**src/rtl/cic_channel_scheduler_if.sv**
```systemverilog
// Control/status bundle between the PDM/CIC timing generator (master) and
// the channel scheduler (slave).
interface cic_channel_scheduler_if #(
  parameter int CHANNELS   = 8,
  parameter int STAGES     = 3,
  parameter int DATA_WIDTH = 16
);
  localparam int CHANNELS_WIDTH = (CHANNELS > 1) ? $clog2(CHANNELS) : 1;
  localparam int STAGE_WIDTH    = (STAGES > 1) ? $clog2(STAGES) : 1;

  logic                      read_enable;
  logic                      comb_enable;
  logic                      cfg_we;
  logic [DATA_WIDTH-1:0]     cfg_sample_rate;
  logic                      overrun_clr;
  logic [CHANNELS_WIDTH-1:0] channel;
  logic [STAGE_WIDTH-1:0]    stage;
  logic                      integ_step;
  logic                      comb_step;
  logic                      out_we;
  logic                      cic_finish;
  logic                      busy;
  logic                      overrun;
  logic [DATA_WIDTH-1:0]     sample_rate;

  modport master (
    output read_enable, comb_enable, cfg_we, cfg_sample_rate, overrun_clr,
    input  channel, stage, integ_step, comb_step, out_we, cic_finish, busy,
           overrun, sample_rate
  );

  modport slave (
    input  read_enable, comb_enable, cfg_we, cfg_sample_rate, overrun_clr,
    output channel, stage, integ_step, comb_step, out_we, cic_finish, busy,
           overrun, sample_rate
  );
endinterface

```
**src/rtl/cic_channel_scheduler.sv**
```systemverilog
// Sequences the shared CIC integrator/comb datapath over all channels once
// per PDM period and owns the sample_rate configuration register.
module cic_channel_scheduler #(
  parameter int CHANNELS            = 8,
  parameter int STAGES              = 3,
  parameter int DATA_WIDTH          = 16,
  parameter int DEFAULT_SAMPLE_RATE = 63
) (
  input  logic                    clk,
  input  logic                    resetn,
  cic_channel_scheduler_if.slave  bus
);
  localparam int CHANNELS_WIDTH = (CHANNELS > 1) ? $clog2(CHANNELS) : 1;
  localparam int STAGE_WIDTH    = (STAGES > 1) ? $clog2(STAGES) : 1;

  typedef enum logic [2:0] {S_IDLE, S_INTEG, S_COMB, S_WRITE, S_DONE} state_t;

  state_t                    state_q, state_d;
  logic [CHANNELS_WIDTH-1:0] channel_q, channel_d;
  logic [STAGE_WIDTH-1:0]    stage_q, stage_d;
  logic                      start;
  logic                      comb_pend;
  logic                      integ_q, comb_q, out_we_q, finish_q, busy_q;
  logic                      overrun_q;
  logic                      pending;
  logic [DATA_WIDTH-1:0]     pending_rate;
  logic [DATA_WIDTH-1:0]     sample_rate_q;
  logic                      last_stage, last_channel, apply;

  assign last_stage   = (stage_q == STAGE_WIDTH'(STAGES - 1));
  assign last_channel = (channel_q == CHANNELS_WIDTH'(CHANNELS - 1));
  assign apply        = (state_q == S_DONE) && comb_pend && pending;

  // Next-state and channel/stage counter logic for one sweep.
  always_comb begin
    state_d   = state_q;
    channel_d = channel_q;
    stage_d   = stage_q;
    start     = 1'b0;
    case (state_q)
      S_IDLE: begin
        if (bus.read_enable) begin
          start     = 1'b1;
          channel_d = '0;
          stage_d   = '0;
          state_d   = S_INTEG;
        end
      end
      S_INTEG: begin
        if (last_stage) begin
          stage_d = '0;
          if (comb_pend)         state_d = S_COMB;
          else if (last_channel) state_d = S_DONE;
          else                   channel_d = channel_q + CHANNELS_WIDTH'(1);
        end else begin
          stage_d = stage_q + STAGE_WIDTH'(1);
        end
      end
      S_COMB: begin
        if (last_stage) begin
          stage_d = '0;
          state_d = S_WRITE;
        end else begin
          stage_d = stage_q + STAGE_WIDTH'(1);
        end
      end
      S_WRITE: begin
        if (last_channel) begin
          state_d = S_DONE;
        end else begin
          channel_d = channel_q + CHANNELS_WIDTH'(1);
          state_d   = S_INTEG;
        end
      end
      S_DONE:  state_d = S_IDLE;
      default: state_d = S_IDLE;
    endcase
  end

  // State register; step/status outputs are registered decodes of the next state.
  always_ff @(posedge clk) begin
    if (resetn) begin
      state_q   <= S_IDLE;
      channel_q <= '0;
      stage_q   <= '0;
      comb_pend <= 1'b0;
      integ_q   <= 1'b0;
      comb_q    <= 1'b0;
      out_we_q  <= 1'b0;
      finish_q  <= 1'b0;
      busy_q    <= 1'b0;
    end else begin
      state_q   <= state_d;
      channel_q <= channel_d;
      stage_q   <= stage_d;
      if (start) comb_pend <= bus.comb_enable;
      integ_q   <= (state_d == S_INTEG);
      comb_q    <= (state_d == S_COMB);
      out_we_q  <= (state_d == S_WRITE);
      finish_q  <= (state_d == S_DONE);
      busy_q    <= (state_d != S_IDLE);
    end
  end

  // Overrun flag and sample_rate staging; apply reads the old pending_rate
  // so a write in the apply cycle stays pending for the next boundary.
  always_ff @(posedge clk) begin
    if (resetn) begin
      overrun_q     <= 1'b0;
      pending       <= 1'b0;
      pending_rate  <= DATA_WIDTH'(DEFAULT_SAMPLE_RATE);
      sample_rate_q <= DATA_WIDTH'(DEFAULT_SAMPLE_RATE);
    end else begin
      if (bus.read_enable && (state_q != S_IDLE)) overrun_q <= 1'b1;
      else if (bus.overrun_clr)                   overrun_q <= 1'b0;
      if (apply) sample_rate_q <= pending_rate;
      if (bus.cfg_we) begin
        pending_rate <= bus.cfg_sample_rate;
        pending      <= 1'b1;
      end else if (apply) begin
        pending <= 1'b0;
      end
    end
  end

  assign bus.channel     = channel_q;
  assign bus.stage       = stage_q;
  assign bus.integ_step  = integ_q;
  assign bus.comb_step   = comb_q;
  assign bus.out_we      = out_we_q;
  assign bus.cic_finish  = finish_q;
  assign bus.busy        = busy_q;
  assign bus.overrun     = overrun_q;
  assign bus.sample_rate = sample_rate_q;
endmodule

```
**src/flat_wrapper.sv**
```systemverilog
// flat-port wrapper written by rule: the top's interface ports become plain ports
module cic_channel_scheduler_flat 
#(
  parameter int CHANNELS            = 8,
  parameter int STAGES              = 3,
  parameter int DATA_WIDTH          = 16,
  parameter int DEFAULT_SAMPLE_RATE = 63
)
  (clk, resetn, bus_read_enable, bus_comb_enable, bus_cfg_we, bus_cfg_sample_rate, bus_overrun_clr, bus_channel, bus_stage, bus_integ_step, bus_comb_step, bus_out_we, bus_cic_finish, bus_busy, bus_overrun, bus_sample_rate);
  cic_channel_scheduler_if #(.CHANNELS(CHANNELS), .STAGES(STAGES), .DATA_WIDTH(DATA_WIDTH)) bus_i ();
  input  logic clk;
  input  logic resetn;
  input wire logic [$bits(bus_i.read_enable)-1:0] bus_read_enable;
  input wire logic [$bits(bus_i.comb_enable)-1:0] bus_comb_enable;
  input wire logic [$bits(bus_i.cfg_we)-1:0] bus_cfg_we;
  input wire logic [$bits(bus_i.cfg_sample_rate)-1:0] bus_cfg_sample_rate;
  input wire logic [$bits(bus_i.overrun_clr)-1:0] bus_overrun_clr;
  output wire logic [$bits(bus_i.channel)-1:0] bus_channel;
  output wire logic [$bits(bus_i.stage)-1:0] bus_stage;
  output wire logic [$bits(bus_i.integ_step)-1:0] bus_integ_step;
  output wire logic [$bits(bus_i.comb_step)-1:0] bus_comb_step;
  output wire logic [$bits(bus_i.out_we)-1:0] bus_out_we;
  output wire logic [$bits(bus_i.cic_finish)-1:0] bus_cic_finish;
  output wire logic [$bits(bus_i.busy)-1:0] bus_busy;
  output wire logic [$bits(bus_i.overrun)-1:0] bus_overrun;
  output wire logic [$bits(bus_i.sample_rate)-1:0] bus_sample_rate;
  assign bus_i.read_enable = bus_read_enable;
  assign bus_i.comb_enable = bus_comb_enable;
  assign bus_i.cfg_we = bus_cfg_we;
  assign bus_i.cfg_sample_rate = bus_cfg_sample_rate;
  assign bus_i.overrun_clr = bus_overrun_clr;
  assign bus_channel = bus_i.channel;
  assign bus_stage = bus_i.stage;
  assign bus_integ_step = bus_i.integ_step;
  assign bus_comb_step = bus_i.comb_step;
  assign bus_out_we = bus_i.out_we;
  assign bus_cic_finish = bus_i.cic_finish;
  assign bus_busy = bus_i.busy;
  assign bus_overrun = bus_i.overrun;
  assign bus_sample_rate = bus_i.sample_rate;
  cic_channel_scheduler #(.CHANNELS(CHANNELS), .STAGES(STAGES), .DATA_WIDTH(DATA_WIDTH), .DEFAULT_SAMPLE_RATE(DEFAULT_SAMPLE_RATE)) u_core (.clk(clk), .resetn(resetn), .bus(bus_i));
endmodule
```
**config.mk**
```make
export PLATFORM = sky130hd
export DESIGN_NAME = cic_channel_scheduler_flat
export DESIGN_NICKNAME = d
export VERILOG_FILES = /design/src/rtl/cic_channel_scheduler_if.sv /design/src/rtl/cic_channel_scheduler.sv /design/src/flat_wrapper.sv
export SDC_FILE = /design/constraint.sdc
export NUM_CORES = 1
export LEC_CHECK = 0
export CAP_MARGIN = 20
export CORE_ASPECT_RATIO = 0.75
export CORE_UTILIZATION = 43
export DETAILED_ROUTE_END_ITERATION = 12
export GPL_TIMING_DRIVEN = 0
export PLACE_DENSITY = 0.75
export SYNTH_ARGS = -nofsm -noshare
export SYNTH_HDL_FRONTEND = slang
export SYNTH_SLANG_ARGS = --single-unit
```
**constraint.sdc**
```tcl
create_clock -name clk -period 1.5 [get_ports clk]
set_input_delay 0.45 -clock clk [delete_from_list [all_inputs] [get_ports clk]]
set_output_delay 0.45 -clock clk [all_outputs]
set_load 0.1 [all_outputs]
```
==> results of run 1 <==
area by class of cell:
| type | instances | area (µm²) |
|---|---|---|
| fill | 375 | 1595 |
| sequential | 48 | 978.4 |
| multi-input combinational | 138 | 868.3 |
| timing repair buffer | 48 | 410.4 |
| clock buffer | 5 | 68.82 |
| tap | 55 | 68.82 |
| buffer | 11 | 62.56 |
| clock inverter | 3 | 18.77 |
| inverter | 2 | 7.507 |
kinds of logic after synthesis:
logic type,count (synthesis),share of synthesized area [%]
AND/OR/NAND/NOR,91,23.57
flip-flops,48,52.17
AO/OA/AOI/OAI,25,8.424
multiplexers,20,10.87
buffers and inverters,13,3.600
adder cells (fa/ha/maj),2,1.358
state kept, by name, indices dropped and copies added, names as in the netlist:
name and flops:
u_core.bus.integ_step 1, u_core.pending_rate 16, u_core.bus.sample_rate 16, u_core.bus.overrun 1
u_core.comb_pend 1, u_core.bus.stage 2, u_core.bus.busy 1, u_core.bus.out_we 1
u_core.bus.channel 3, u_core.pending 1, u_core.state_q 3, u_core.bus.comb_step 1
u_core.bus.cic_finish 1
synth_stat cells, drive strengths merged, types with 4 or more instances:
library cell and count:
buf 8, nor2 16, nand3 8, dfxtp 48, nand2b 5, nand2 45
nor3b 4, a21oi 16, mux2i 20, nand3b 4
power groups by stage:
stage	Clock, W	Sequential, W	Combinational [W]
global placement	0	0.00137	0.000288
global route	0.000841	0.00135	0.000313
detailed placement	0	0.00137	0.000292
CTS	0.000771	0.00134	0.000287
floorplan	0	0.00144	0.000116
finish	0.000744	0.00134	0.000291
worst min path at each step:
stage	endpoint	cells past startpoint
5_1_grt	u_core.bus.sample_rate[8]	2
2_1_floorplan	u_core.bus.sample_rate[11]	2
3_3_place_gp	u_core.bus.sample_rate[12]	2
6_report	u_core.bus.sample_rate[6]	2
4_1_cts	u_core.bus.sample_rate[7]	2
3_5_place_dp	u_core.bus.sample_rate[7]	2
metrics by stage:
step	hold slack, ns	cells	setup WS [ns]	TNS, ns
after floorplan	0.4312	199	-0.06412	-0.06412
after global placement	0.4408	301	-0.5650	-25.68
after detailed placement	0.4471	301	-0.5706	-25.98
after CTS	0.4600	310	0.003144	0
after global routing	0.4807	310	-0.009452	-0.01098
final	0.4569	310	0.04288	0
worst min-delay path, delay by kind of cell (launching register included):
family / cells / cell delay (ns)
DFF: 1 / 0.31
and+or+nand+nor: 1 / 0.05
AOI/OAI and AO/OA: 1 / 0.05
per-layer routing:
layer  vias to the layer above  GRT usage [%]  share of wire, %
li1                        774              -                 -
met1                       706          24.59                49
met3                         7          4.961               5.7
met4                         0          7.278               1.6
met5                         -              0                 0
met2                        39          27.69                44
timing repair:
item / 4_1_cts / 5_1_grt
resized for setup: 160 / 12
buffers inserted: 1 / 0
gates cloned: 0 / 0
endpoints found under the setup margin: 49 / 21
pin swaps: 1 / 2
==> impl_metrics.yaml, run 1 <==
run_status:
  status: "finished clean"
layout:
  drive_gt1_share_pct: 24.31
  syn2layout_area_growth_pct: 34.85
  final_core_util_pct: 60.89
  post-route-cell-area_um2: 2484
  layout.nets: 278
  num_antenna_cells: 0
  mostFrequentLayoutCell: "nand2_1"
  layout_common_cells: "nand2_1 (45), dfxtp_1 (42), buf_4 (24)"
timing:
  max_freq_ghz: 0.6863
  report.final.slew_viol_count: 0
  finalHoldViolations: 0
  setup_viol: 0
  final.min_clock_period_ns: 1.457
  relSlewSlack_pct: 72.46
  tightest_slew_ns: 0.4130
  period_share_pct: 97.14
  finClkSkew_ns: 0.007010
  rsz0062_at_grt: "yes"
detailed_routing:
  wl_um: 3772
  avgRoutedWirePerCell_um: 12.17
  antenna_left: 0
  via_per_inst: 4.923
  drtIter0Drc: 99
  num_vias: 1526
  firstDrtPassIters: 4
  drc: 0
hold_path:
  hold_path_class: "flop to flop"
  hp-start: "u_core.bus.sample_rate[6]"
worst_setup_path:
  cp_top_family: "compound AO/OA/AOI/OAI gates"
  cpMaxStageDelayCell: "dfxtp_4"
  crit_type: "flop to flop"
  worstSetupEndpoint: "u_core.bus.busy"
  critPathMaxFanout: 4
  worstSetupStartpoint: "u_core.bus.channel[1]"
  r2r_cells: 6
  rr_startpoint: "u_core.bus.channel[1]"
  arrival_ns: 1.65
  cp_num_buf_inv: 0
  critPathRequiredTime_ns: 1.70
  crit_path_end_kind: "flop"
  worst_setup_path_start_kind: "flop"
  r2r_end: "u_core.bus.busy"
  critPathMostFrequentCell: "ha_4"
  path_cells: "ha_4 -> ha_4 -> nor2_1 -> o21ai_1 -> a31oi_2 -> a211o_1"
  max_stage_delay_ns: 0.37
  crit_cells: 6
  r2r_setup_slack_ns: 0.04
global_route:
  track_usage_pct: 18.15
  grt_antenna_before_repair: 0
  grt_first_pass_wirelength_um: 6272
  grt_max_degree: 16
  grt_overflow: 0
  first_global_vias: 1358
clock_tree:
  cts_tree: "done"
  clock_sinks: 48
  cts_buffer_depth: 2
  htreeDepth: 2
  ctsHoldBuffers: 0
  cts_buffers: 5
  clock-root-buffer: "clkbuf_8"
  clk_latency_ns: 0.30
  clk_pin_slew_worst_paths_ns: 0.09
logic_synthesis:
  synth_cell_type_count: 32
  postSynthAreaPerCell_um2: 9.255
  ys.flop_type: "dfxtp_1"
  post-synth-top-area-cell: "dfxtp_1"
  yosys_register_bits: 48
  syn_inst: 199
  ys_async_sr_fraction_pct: 0
  synth-warning-count: 0
  netlist_top_cells_area: "dfxtp_1 (52%), mux2i_1 (11%), nand2_1 (9.2%)"
  seq_area_frac_synth_pct: 52.17
  synth_edf_count: 0
  syn-num-nets: 223
  synth_area_um2: 1842
  netlist.area_leader.share_pct: 52.17
place:
  io_buffers: 47
  gp_congestion: 0.8346
  dpl.hpwl_um: 2716
  placed_cell_area_um2: 2422
pwr:
  power.total_w: 0.002380
  clockPowerShare_pct: 31.3
  p_leak_nw: 1.096
  power_density_nw_per_um2: 958.3
  ir_drop_v: 0.0005103
  swShare_pct: 26.11
  p_int_w: 0.001759
  pwr-share-comb_pct: 12.2
  p_sw_w: 0.0006214
  p_seq_share_pct: 56.5
floorplanning:
  die_h_um: 58.68
  dieWidth_um: 77.57
  die_area_um2: 4552
  initial_utilization_pct: 45.15
  core-area_um2: 4079
  fp-row-count: 20
  ios: 49
run:
  max_cap_violations: 0
(Power assumes the default switching activity.)
==> run 2: changes to the inputs <==
--- a/config.mk
+++ b/config.mk
@@ -8,9 +8,11 @@
 export CAP_MARGIN = 20
 export CORE_ASPECT_RATIO = 0.75
 export CORE_UTILIZATION = 43
+export CTS_CLUSTER_SIZE = 30
 export DETAILED_ROUTE_END_ITERATION = 12
 export GPL_TIMING_DRIVEN = 0
 export PLACE_DENSITY = 0.75
+export SETUP_SLACK_MARGIN = 0.05
 export SYNTH_ARGS = -nofsm -noshare
 export SYNTH_HDL_FRONTEND = slang
 export SYNTH_SLANG_ARGS = --single-unit
==> run 2 against run 1 <==
Design area is 4.5% higher. Setup slack better by 0.024 ns. Largest cell class unchanged. Routed wire length is 0.27% higher. Non-clock buffer count up 1. Clock skew down 0.0040 ns. Via count is 0.98% lower. Critical path depth down 1. Final cell count is 0.32% higher. Largest power group unchanged. Register-to-register slack better by 0.02 ns. Maximum frequency rose by 1.7%.
==> impl_metrics.yaml, run 2 (synthesis results as in run 1) <==
place:
  dp.cells: 301
  placed_cell_area_um2: 2425
  io_buffers: 47
  gp_congestion: 0.8242
  dp_slack_ns: -0.5960
  dpl.hpwl_um: 2607
floorplanning:
  initial_utilization_pct: 45.15
  ios: 49
  dieWidth_um: 77.57
  die_h_um: 58.68
  fp-row-count: 20
  core-area_um2: 4079
  die_area_um2: 4552
clock_tree:
  clock-root-buffer: "clkbuf_8"
  cts_buffers: 5
  cts_buffer_depth: 2
  clock_sinks: 48
  ctsHoldBuffers: 0
  htreeDepth: 2
  clk_pin_slew_worst_paths_ns: 0.09
  clk_latency_ns: 0.30
  cts_tree: "done"
timing:
  tightest_slew_ns: 0.2963
  final.min_clock_period_ns: 1.433
  report.final.slew_viol_count: 0
  finalHoldViolations: 0
  post-route-worst-setup-slack_ns: 0.06729
  relSlewSlack_pct: 80.25
  setup_viol: 0
  rsz0062_at_grt: "yes"
  period_share_pct: 95.51
  finClkSkew_ns: 0.003014
  max_freq_ghz: 0.6980
worst_setup_path:
  crit_path_end_kind: "flop"
  worstSetupStartpoint: "u_core.state_q[1]"
  arrival_ns: 1.66
  critPathMaxFanout: 9
  crit_type: "flop to flop"
  worst_setup_path_start_kind: "flop"
  critPathRequiredTime_ns: 1.73
  rr_startpoint: "u_core.state_q[1]"
pwr:
  p_leak_nw: 1.142
  ir_drop_v: 0.0005226
  power_density_nw_per_um2: 1067
detailed_routing:
  num_vias: 1511
  wl_um: 3782
  drc: 0
  firstDrtPassIters: 4
  via_per_inst: 4.859
  drtIter0Drc: 120
  avgRoutedWirePerCell_um: 12.16
  antenna_left: 0
run_status:
  status: "finished clean"
layout:
  layout_common_cells: "nand2_1 (45), dfxtp_1 (42), buf_4 (23)"
  num_antenna_cells: 0
  mostFrequentLayoutCell: "nand2_1"
  syn2layout_area_growth_pct: 40.90
  drive_gt1_share_pct: 25.39
  final_cells: 311
  layout.nets: 279
  post-route-cell-area_um2: 2595
hold_path:
  hp-start: "u_core.pending_rate[7]"
  hold_path_class: "flop to flop"
global_route:
  grt_max_degree: 16
  grt_antenna_before_repair: 0
  first_global_vias: 1282
  grt_overflow: 0
  track_usage_pct: 17.93
  grt_first_pass_wirelength_um: 6189
run:
  max_cap_violations: 0
-- run 2: metrics by stage --
step	TNS [ns]	power (W)	hold slack (ns)	util, %
2_1_floorplan	-0.02239	0.001557	0.4312	-
3_3_place_gp	-24.95	0.001657	0.4422	59.45
3_5_place_dp	-25.94	0.001662	0.4425	59.45
4_1_cts	0	0.002778	0.4548	61.81
5_1_grt	0	0.002899	0.4736	63.62
6_report	0	0.002769	0.4558	63.62
-- run 2: final cells by class --
| type | count | area, µm² |
|---|---|---|
| plain buffers | 11 | 76.32 |
| clock inverters | 1 | 30.03 |
| fillers | 369 | 1484 |
| clock buffers | 7 | 118.9 |
| inverters | 2 | 7.507 |
| flip-flops and latches | 48 | 980.9 |
| well taps | 55 | 68.82 |
| repair buffers | 49 | 440.4 |
| multi-input cells | 138 | 872.1 |
-- run 2: path summary, 6_finish.rpt --
| check | end | slack [ns] | depth (start not counted) |
|---|---|---|---|
| hold / removal | u_core.bus.sample_rate[7] | 0.46 | 2 |
| setup reg to reg | u_core.bus.comb_step | 0.07 | 5 |
| setup / recovery | u_core.bus.comb_step | 0.07 | 5 |
| hold reg to reg | u_core.bus.sample_rate[7] | 0.46 | 2 |
-- run 2: layer usage --
metal	wire length, µm	global-route usage, %	part of all wire (%)	vias to the layer above
li1	-	-	-	776
met2	1539	25.03	41	49
met4	51	6.469	1.3	0
met3	251	5.426	6.6	6
met1	1940	25.99	51	680
met5	0	0	0	-
-- run 2: report_power, final --
group | switching (W) | internal, W
logic | 0.000171 | 0.000129
registers | 0.0000338 | 0.00131
clock network | 0.000426 | 0.000699
-- run 2: critical path, cell delays in order (launching register included) --
cell,delay [ns]
dfxtp_1,0.33
buf_6,0.14
nand2b_4,0.13
or3_1,0.39
a21oi_4,0.20
nor3b_2,0.18
-- run 2: what timing repair did --
item	4_1_cts	5_1_grt
setup buffers	1	1
endpoints found under the setup margin	57	35
pin swaps	2	1
gates resized for setup	166	20
==> run 3: changes to the inputs <==
--- a/config.mk
+++ b/config.mk
@@ -8,6 +8,7 @@
 export CAP_MARGIN = 20
 export CORE_ASPECT_RATIO = 0.75
 export CORE_UTILIZATION = 43
+export CTS_CLUSTER_DIAMETER = 120
 export CTS_CLUSTER_SIZE = 30
 export DETAILED_ROUTE_END_ITERATION = 12
 export GPL_TIMING_DRIVEN = 0
@@ -16,3 +17,4 @@
 export SYNTH_ARGS = -nofsm -noshare
 export SYNTH_HDL_FRONTEND = slang
 export SYNTH_SLANG_ARGS = --single-unit
+export TNS_END_PERCENT = 5
==> run 3 against run 2 <==
Setup slack better by 0.0068 ns. Power down 15%. Count of clock-buffer cells in the layout fell by 1. Die area unchanged. Sequential power is essentially flat. Clock power down 36%. Hold slack worse by 0.0061 ns. Routed wire length rose by 0.11%. First-iteration DRC count shrank 33%. Critical endpoint is now bus_sample_rate[15].
==> impl_metrics.yaml, run 3 (synthesis results as in run 1) <==
timing:
  final.min_clock_period_ns: 1.426
  hold_slack_ns: 0.4497
  finClkSkew_ns: 0.003195
  rsz0062_at_grt: "yes"
  setup_viol: 0
  report.final.slew_viol_count: 0
  tightest_slew_ns: 0.3994
  period_share_pct: 95.06
  relSlewSlack_pct: 73.37
  finalHoldViolations: 0
  post-route-worst-setup-slack_ns: 0.07409
  max_freq_ghz: 0.7013
pwr:
  p_seq_share_pct: 56.9
  clockPowerShare_pct: 30.7
  p_int_w: 0.001751
  pwr-share-comb_pct: 12.4
  swShare_pct: 25.75
  p_sw_w: 0.0006073
  p_leak_nw: 1.098
  ir_drop_v: 0.0004956
  power_density_nw_per_um2: 946.2
place:
  dpl.hpwl_um: 2559
  dp_slack_ns: -0.6055
  io_buffers: 47
  gp_congestion: 0.7965
  dp.cells: 301
  placed_cell_area_um2: 2422
worst_setup_path:
  worst_setup_path_start_kind: "flop"
  cp_top_family: "flip-flops"
  cpMaxStageDelayCell: "dfxtp_1"
  crit_path_end_kind: "primary output"
  path_cells: "buf_4"
  critPathMaxFanout: 2
  cp_num_buf_inv: 1
  max_stage_delay_ns: 0.37
  crit_type: "flop to primary output"
  arrival_ns: 0.98
  critPathRequiredTime_ns: 1.05
run_status:
  status: "finished clean"
detailed_routing:
  num_vias: 1482
  drc: 0
  avgRoutedWirePerCell_um: 12.25
  wl_um: 3786
  via_per_inst: 4.796
  firstDrtPassIters: 4
  antenna_left: 0
  drtIter0Drc: 80
clock_tree:
  cts_buffer_depth: 2
  clk_latency_ns: 0.30
  clock-root-buffer: "clkbuf_8"
  clock_sinks: 48
  ctsHoldBuffers: 0
  cts_buffers: 5
  htreeDepth: 2
  clk_pin_slew_worst_paths_ns: 0.08
  cts_tree: "done"
layout:
  multi_input_area_um2: 873.3
  final_core_util_pct: 61.10
  layout_common_cells: "nand2_1 (45), dfxtp_1 (41), buf_4 (28)"
  syn2layout_area_growth_pct: 35.33
  n_fill_cell: 365
  ff_latch_area_um2: 982.2
  num_antenna_cells: 0
  drive_gt1_share_pct: 24.41
  final_cells: 309
  mostFrequentLayoutCell: "nand2_1"
  post-route-cell-area_um2: 2492
  layout.nets: 278
global_route:
  grt_antenna_before_repair: 0
  first_global_vias: 1288
  grt_first_pass_wirelength_um: 5975
  grt_max_degree: 14
  grt_overflow: 0
  track_usage_pct: 17.59
floorplanning:
  initial_utilization_pct: 45.15
  core-area_um2: 4079
  die_h_um: 58.68
  die_area_um2: 4552
  ios: 49
  dieWidth_um: 77.57
  fp-row-count: 20
run:
  max_cap_violations: 0
hold_path:
  hold_path_class: "flop to flop"
run 3: routing by layer:
metal	wire length [µm]	track usage [%]
met5	0	0
met4	29	8.086
met3	286	5.581
met2	1533	25.03
met1	1937	24.37
run 3: metrics by stage:
stage | total power, W | setup TNS [ns]
floorplan | 0.001558 | -0.02239
global placement | 0.001658 | -25.51
detailed placement | 0.001661 | -25.91
CTS | 0.002365 | 0
global route | 0.002465 | 0
finish | 0.002358 | 0
run 3: worst paths after layout:
path                                                  from                         end  slack [ns]  cells after the start
worst max-delay path            u_core.bus.sample_rate[15]         bus_sample_rate[15]        0.07                      1
worst min-delay path               u_core.pending_rate[12]  u_core.bus.sample_rate[12]        0.45                      2
worst max register to register       u_core.bus.channel[1]             u_core.bus.busy        0.07                      6
worst min register to register     u_core.pending_rate[12]  u_core.bus.sample_rate[12]        0.45                      2
run 3: power groups by stage:
stage | sequential (W) | clock [W] | combinational (W)
6_report | 0.00134 | 0.000723 | 0.000293
5_1_grt | 0.00135 | 0.000801 | 0.000315
4_1_cts | 0.00134 | 0.000733 | 0.000289
3_5_place_dp | 0.00137 | 0 | 0.000290
3_3_place_gp | 0.00137 | 0 | 0.000288
2_1_floorplan | 0.00144 | 0 | 0.000115
run 3: repair_timing:
action / 4_1_cts / 5_1_grt
gates cloned: 0 / 0
resized for setup: 170 / 10
pin swaps: 2 / 4
setup endpoints to repair: 60 / 24
setup buffers: 0 / 2
run 3: area by class of cell:
class | instances | share of cell area (%)
timing repair buffer | 49 | 16.92
inverter | 2 | 0.3012
multi-input combinational | 138 | 35.04
sequential | 48 | 39.41
tap | 55 | 2.761
clock buffer | 6 | 2.912
buffer | 10 | 2.460
clock inverter | 1 | 0.2008
